===== src/rtl/mem_mailbox.sv =====
// mem_mailbox
//
// This module is a test-harness mailbox that sits on a core's data bus. It
// provides a word-addressed data RAM and watches every store. A store of an
// agreed value to an agreed address ends the run as PASS. An agreed
// non-terminal store sets the sticky pass_r flag. Stores to the scratch
// address are always legal. Any other store ends the run as FAIL and
// captures the offending address and data.
//
// Optional feature:
//   MEM_MAILBOX_TIMEOUT_EN  When this is defined, a run that stays in RUN for
//                           TIMEOUT_CYCLES cycles ends in TIMEOUT. When it is
//                           undefined, there is no timeout logic and
//                           timeout is held at 0.
//
// Ports:
//   clk          single clock; all state changes on the rising edge
//   reset        synchronous, active-high reset
//   MemWrite     store strobe; one write for each cycle it is asserted
//   DataAdr      byte address of the load or store
//   WriteData    store data
//   ReadData     combinational read of the RAM word that DataAdr selects
//   done         high in PASS, FAIL or TIMEOUT
//   pass_a       high in PASS (terminal pass store seen)
//   pass_r       sticky flag for the non-terminal pass store
//   fail         high in FAIL
//   timeout      high in TIMEOUT
//   fail_addr    DataAdr of the store that caused FAIL
//   fail_data    WriteData of the store that caused FAIL
//   cycle_count  number of cycles spent in RUN (saturates at 16'hFFFF)
//   write_count  number of stores accepted in RUN (saturates at 16'hFFFF)
//
// State table:
//   state    | meaning
//   RUN      | monitoring stores and counting cycles
//   PASS     | terminal: terminal pass store observed
//   FAIL     | terminal: illegal store observed and captured
//   TIMEOUT  | terminal: RUN cycle limit reached (only with timeout enabled)

module mem_mailbox #(
    parameter int          MEM_WORDS      = 64,
    parameter int          TIMEOUT_CYCLES = 100,
    parameter logic [31:0] PASS_ADDR_A    = 32'd44,
    parameter logic [31:0] PASS_DATA_A    = 32'd25,
    parameter logic [31:0] PASS_ADDR_R    = 32'd100,
    parameter logic [31:0] PASS_DATA_R    = 32'd7,
    parameter logic [31:0] SCRATCH_ADDR   = 32'd96
) (
    input  logic        clk,
    input  logic        reset,
    input  logic        MemWrite,
    input  logic [31:0] DataAdr,
    input  logic [31:0] WriteData,
    output logic [31:0] ReadData,
    output logic        done,
    output logic        pass_a,
    output logic        pass_r,
    output logic        fail,
    output logic        timeout,
    output logic [31:0] fail_addr,
    output logic [31:0] fail_data,
    output logic [15:0] cycle_count,
    output logic [15:0] write_count
);

    localparam int AW = $clog2(MEM_WORDS);

    typedef enum logic [1:0] {RUN, PASS, FAIL, TIMEOUT} state_t;

    state_t       state;
    logic [31:0]  mem [MEM_WORDS];
    logic [AW-1:0] idx;
    logic [15:0]  cycle_inc;
    logic [15:0]  write_inc;
    logic         hit_a;
    logic         hit_r;
    logic         hit_scratch;

    assign idx = DataAdr[AW+1:2];

    // RAM write is independent of mailbox state. Reset blocks the write so
    // that a store in the reset cycle is dropped.
    always_ff @(posedge clk) begin
        if (!reset && MemWrite) begin
            mem[idx] <= WriteData;
        end
    end

    assign ReadData = mem[idx];

    assign cycle_inc = (cycle_count == 16'hFFFF) ? cycle_count : cycle_count + 16'd1;
    assign write_inc = (write_count == 16'hFFFF) ? write_count : write_count + 16'd1;

    assign hit_a       = (DataAdr == PASS_ADDR_A) && (WriteData == PASS_DATA_A);
    assign hit_r       = (DataAdr == PASS_ADDR_R) && (WriteData == PASS_DATA_R);
    assign hit_scratch = (DataAdr == SCRATCH_ADDR);

`ifdef MEM_MAILBOX_TIMEOUT_EN
    localparam logic [15:0] TIMEOUT_LIM = 16'(TIMEOUT_CYCLES);
`else
    assign timeout = 1'b0;
`endif

    always_ff @(posedge clk) begin
        if (reset) begin
            state       <= RUN;
            done        <= 1'b0;
            pass_a      <= 1'b0;
            pass_r      <= 1'b0;
            fail        <= 1'b0;
`ifdef MEM_MAILBOX_TIMEOUT_EN
            timeout     <= 1'b0;
`endif
            fail_addr   <= 32'd0;
            fail_data   <= 32'd0;
            cycle_count <= 16'd0;
            write_count <= 16'd0;
        end else begin
            case (state)
                RUN: begin
                    cycle_count <= cycle_inc;
                    if (MemWrite) begin
                        // A store outranks the timeout check in the same cycle.
                        write_count <= write_inc;
                        if (hit_a) begin
                            state  <= PASS;
                            done   <= 1'b1;
                            pass_a <= 1'b1;
                        end else if (hit_r) begin
                            pass_r <= 1'b1;
                        end else if (!hit_scratch) begin
                            state     <= FAIL;
                            done      <= 1'b1;
                            fail      <= 1'b1;
                            fail_addr <= DataAdr;
                            fail_data <= WriteData;
                        end
                    end
`ifdef MEM_MAILBOX_TIMEOUT_EN
                    // The check uses >= because a store in the limit cycle
                    // lets the count pass the limit.
                    else if (cycle_inc >= TIMEOUT_LIM) begin
                        state   <= TIMEOUT;
                        done    <= 1'b1;
                        timeout <= 1'b1;
                    end
`endif
                end
                default: begin
                    // Terminal states keep all status until the next reset.
                end
            endcase
        end
    end

endmodule


===== config.mk =====
export PLATFORM = sky130hd
export DESIGN_NAME = mem_mailbox
export DESIGN_NICKNAME = d
export VERILOG_FILES = /design/src/rtl/mem_mailbox.sv
export SDC_FILE = /design/constraint.sdc
export NUM_CORES = 2
export LEC_CHECK = 0
export CORE_MARGIN = 1
export CORE_UTILIZATION = 52
export CTS_CLUSTER_DIAMETER = 30
export DETAILED_ROUTE_END_ITERATION = 8
export HOLD_SLACK_MARGIN = 0.05
export PLACE_DENSITY = 0.78
export SKIP_LAST_GASP = 1
export SLEW_MARGIN = 40
export SYNTH_ARGS = -nofsm -noshare
export SYNTH_HDL_FRONTEND = slang
export SYNTH_SLANG_ARGS = --single-unit

===== constraint.sdc =====
create_clock -name clk -period 4.1 [get_ports clk]
set_input_delay 0.615 -clock clk [delete_from_list [all_inputs] [get_ports clk]]
set_output_delay 0.615 -clock clk [all_outputs]
set_load 0.05 [all_outputs]

==> results.ini <==
[status]
status=complete, no violations

[job]
max_cap_viol_count=0

[synth]
synth_seq_cells=2150
synth_warnings=0
syn_area_sq_um=82600
avgSynthCellArea_sq_um=21.9
synth_fp_nets=3832
yosysTopAreaCell=edfxtp_1
ys_seq_area_frac=0.770
synthFlopType=edfxtp_1
postSynthCellCount=3763
netlist-cell-type-count=51
ys_top_cells_by_area=edfxtp_1 74%, mux4_2 14%, mux2i_1 3.8%
synth_commonest_cells=2,048 x edfxtp_1, 512 x mux4_2, 316 x mux2i_1, 128 x nand2b_1, 126 x o22ai_1
synth_top_area_share=0.745
synth_edf_count=2048
async_reset_ff_frac=0
synth_most_common_cell=edfxtp_1

[timing]
hold_viol_final=0
fmax_ghz=0.246
slew_headroom=0.358
hold_ws_ns=0.101
post-route-min-period_ns=4.07
drv_slew=0
clock_skew_ns=0.0301
rsz0062_at_grt=no
setup_viol=0
worstMarginPinSlew_ns=0.963
period_share=0.993

[clock_network]
clk_pin_slew_ns=0.04
cts_hold_buf=0
ctsHtreeMaxLevel=5
clockRootBuffer=clkbuf_16
cts_tree=done
clock-sinks=2150
numCtsBuffers=389
clkLatencyLatePin_ns=0.93
cts_max_path_buffers=4

[floorplan]
ioPinCount=200
dieArea_sq_um=160000
core_sq_um=157000
initial_utilization=0.526
num_rows=145
fp.dieW_microns=400
die_h_microns=400

[cells_and_area]
final_cells=6839
syn_to_final_growth_pct=24.4
layout-drive-gt1-share=0.337
final_core_util=0.655
fill_cells=9144
nets=4533

[detailed_routing]
post_drt_wl_per_cell_microns=38.3
ant_nets=0
via_per_inst=6.80
first_pass_iters=8
drt_iter0_markers=7616
drt_wl_total_microns=262000
drc=0
vias=46500

[place]
post-place-cells=6128
portBuffers=198
gp_congestion=0.850
hpwl_microns=131000

[global_routing]
grt_pass1_vias=48500
gr-total-overflow=0
grt_use_total=0.326
grt_max_degree=85
grt_pass1_wl_microns=364000
antenna_found_initial=10

[setup_path]
worstPathArrival_ns=3.46
path_class=in2out
cp-end-kind=primary output
worstPathMaxFanout=16
cp-start-kind=input pin
cp.required_ns=3.48

[power_and_ir_drop]
power_mw=59.4
vdd_drop_max_v=0.000491
leakage_nw=34.3
power_density_nw_per_um2=579

[worst_hold_path]
hold_path.class=in2reg

==> where the power goes <==
group	total, mW	internal, mW	switching [mW]	leakage, nW
registers	24.3	24.2	0.0689	19.2
logic	3.09	1.12	1.97	8.87
clock network	32.1	20.4	11.6	6.19
==> sequential cells by signal, summed over array words and instances (netlist names) <==
register,count
cycle_count,16
done,1
fail,1
fail_addr,32
fail_data,32
mem,2048
pass_a,1
pass_r,1
state,2
write_count,16
==> layout make-up <==
type	instances	area, sq um	area share
Sequential cell	2150	63500	0.619
Multi-Input combinational cell	1394	18600	0.181
Clock buffer	435	10100	0.0980
Timing Repair Buffer	521	5000	0.0486
Clock inverter	272	2880	0.0281
Tap cell	2058	2570	0.0251
Inverter	8	30.0	0.000292
Antenna cell	1	2.50	0.0000244
==> worst max-delay path, stage by stage <==
cell	delay [ns]
clkdlybuf4s50_1	0.66
buf_4	0.29
nand3b_1	0.22
buf_4	0.25
buf_6	0.37
o22ai_1	0.20
or4_1	0.59
buf_4	0.23
==> through the flow <==
stage	setup WS (ns)	area [sq um]	setup TNS [ns]
2_1_floorplan	0.196	82600	0
3_3_place_gp	0.0155	89700	0
3_5_place_dp	-0.00433	89700	-0.00433
4_1_cts	0.0244	103000	0
5_1_grt	0.0215	103000	0
6_report	0.0272	103000	0
==> layout by cell type (no fill, tap or decap), drive strengths merged, types with 20 or more instances in the layout <==
cell           Yosys  layout
buf              110     390
clkinvlp           0      56
or4               35      35
xor2              20      20
edfxtp          2048    2048
nand2b           128     128
inv                8      67
bufinv             0      42
o22ai            126     126
clkdlybuf4s50      0     130
nor2             104     104
mux4             512     512
mux2i            316     316
nand2             21      21
clkbuf           101     436
clkinv             0     115
dfxtp            102     102
==> final timing paths <==
path	start	to	slack [ns]	cells after the start
setup / recovery	DataAdr[6]	ReadData[29]	0.03	8
hold / removal	WriteData[26]	mem[38][26]	0.10	1
setup reg to reg	state[1]	fail_addr[25]	1.87	6
hold reg to reg	fail_data[9]	fail_data[9]	0.47	2
==> logic make-up after synthesis <==
kind of cell / share of synthesized area
other: 0.0000454
and+or+nand+nor: 0.0256
DFF: 0.770
xor gates and xnor gates: 0.00276
adders and majority gates: 0.000303
muxes: 0.178
AOI/OAI and AO/OA: 0.0127
buffers and inverters: 0.0111
==> metal layers <==
metal | vias up | routed length [microns] | global-route usage
met5 | - | 88 | 0.000595
met2 | 4554 | 123000 | 0.511
met1 | 23400 | 81100 | 0.385
met4 | 14 | 21500 | 0.229
met3 | 1154 | 36800 | 0.101
li1 | 17300 | - | -
==> what timing repair did <==
| action | 4_1_cts | 5_1_grt |
|---|---|---|
| gates resized for setup | 2 | 2 |
| cloned | 0 | 1 |
| setup buffers | 0 | 2 |
| pin swaps | 0 | 1 |
| setup endpoints to repair | 2 | 2 |
Power figures use the tool's default switching activity.
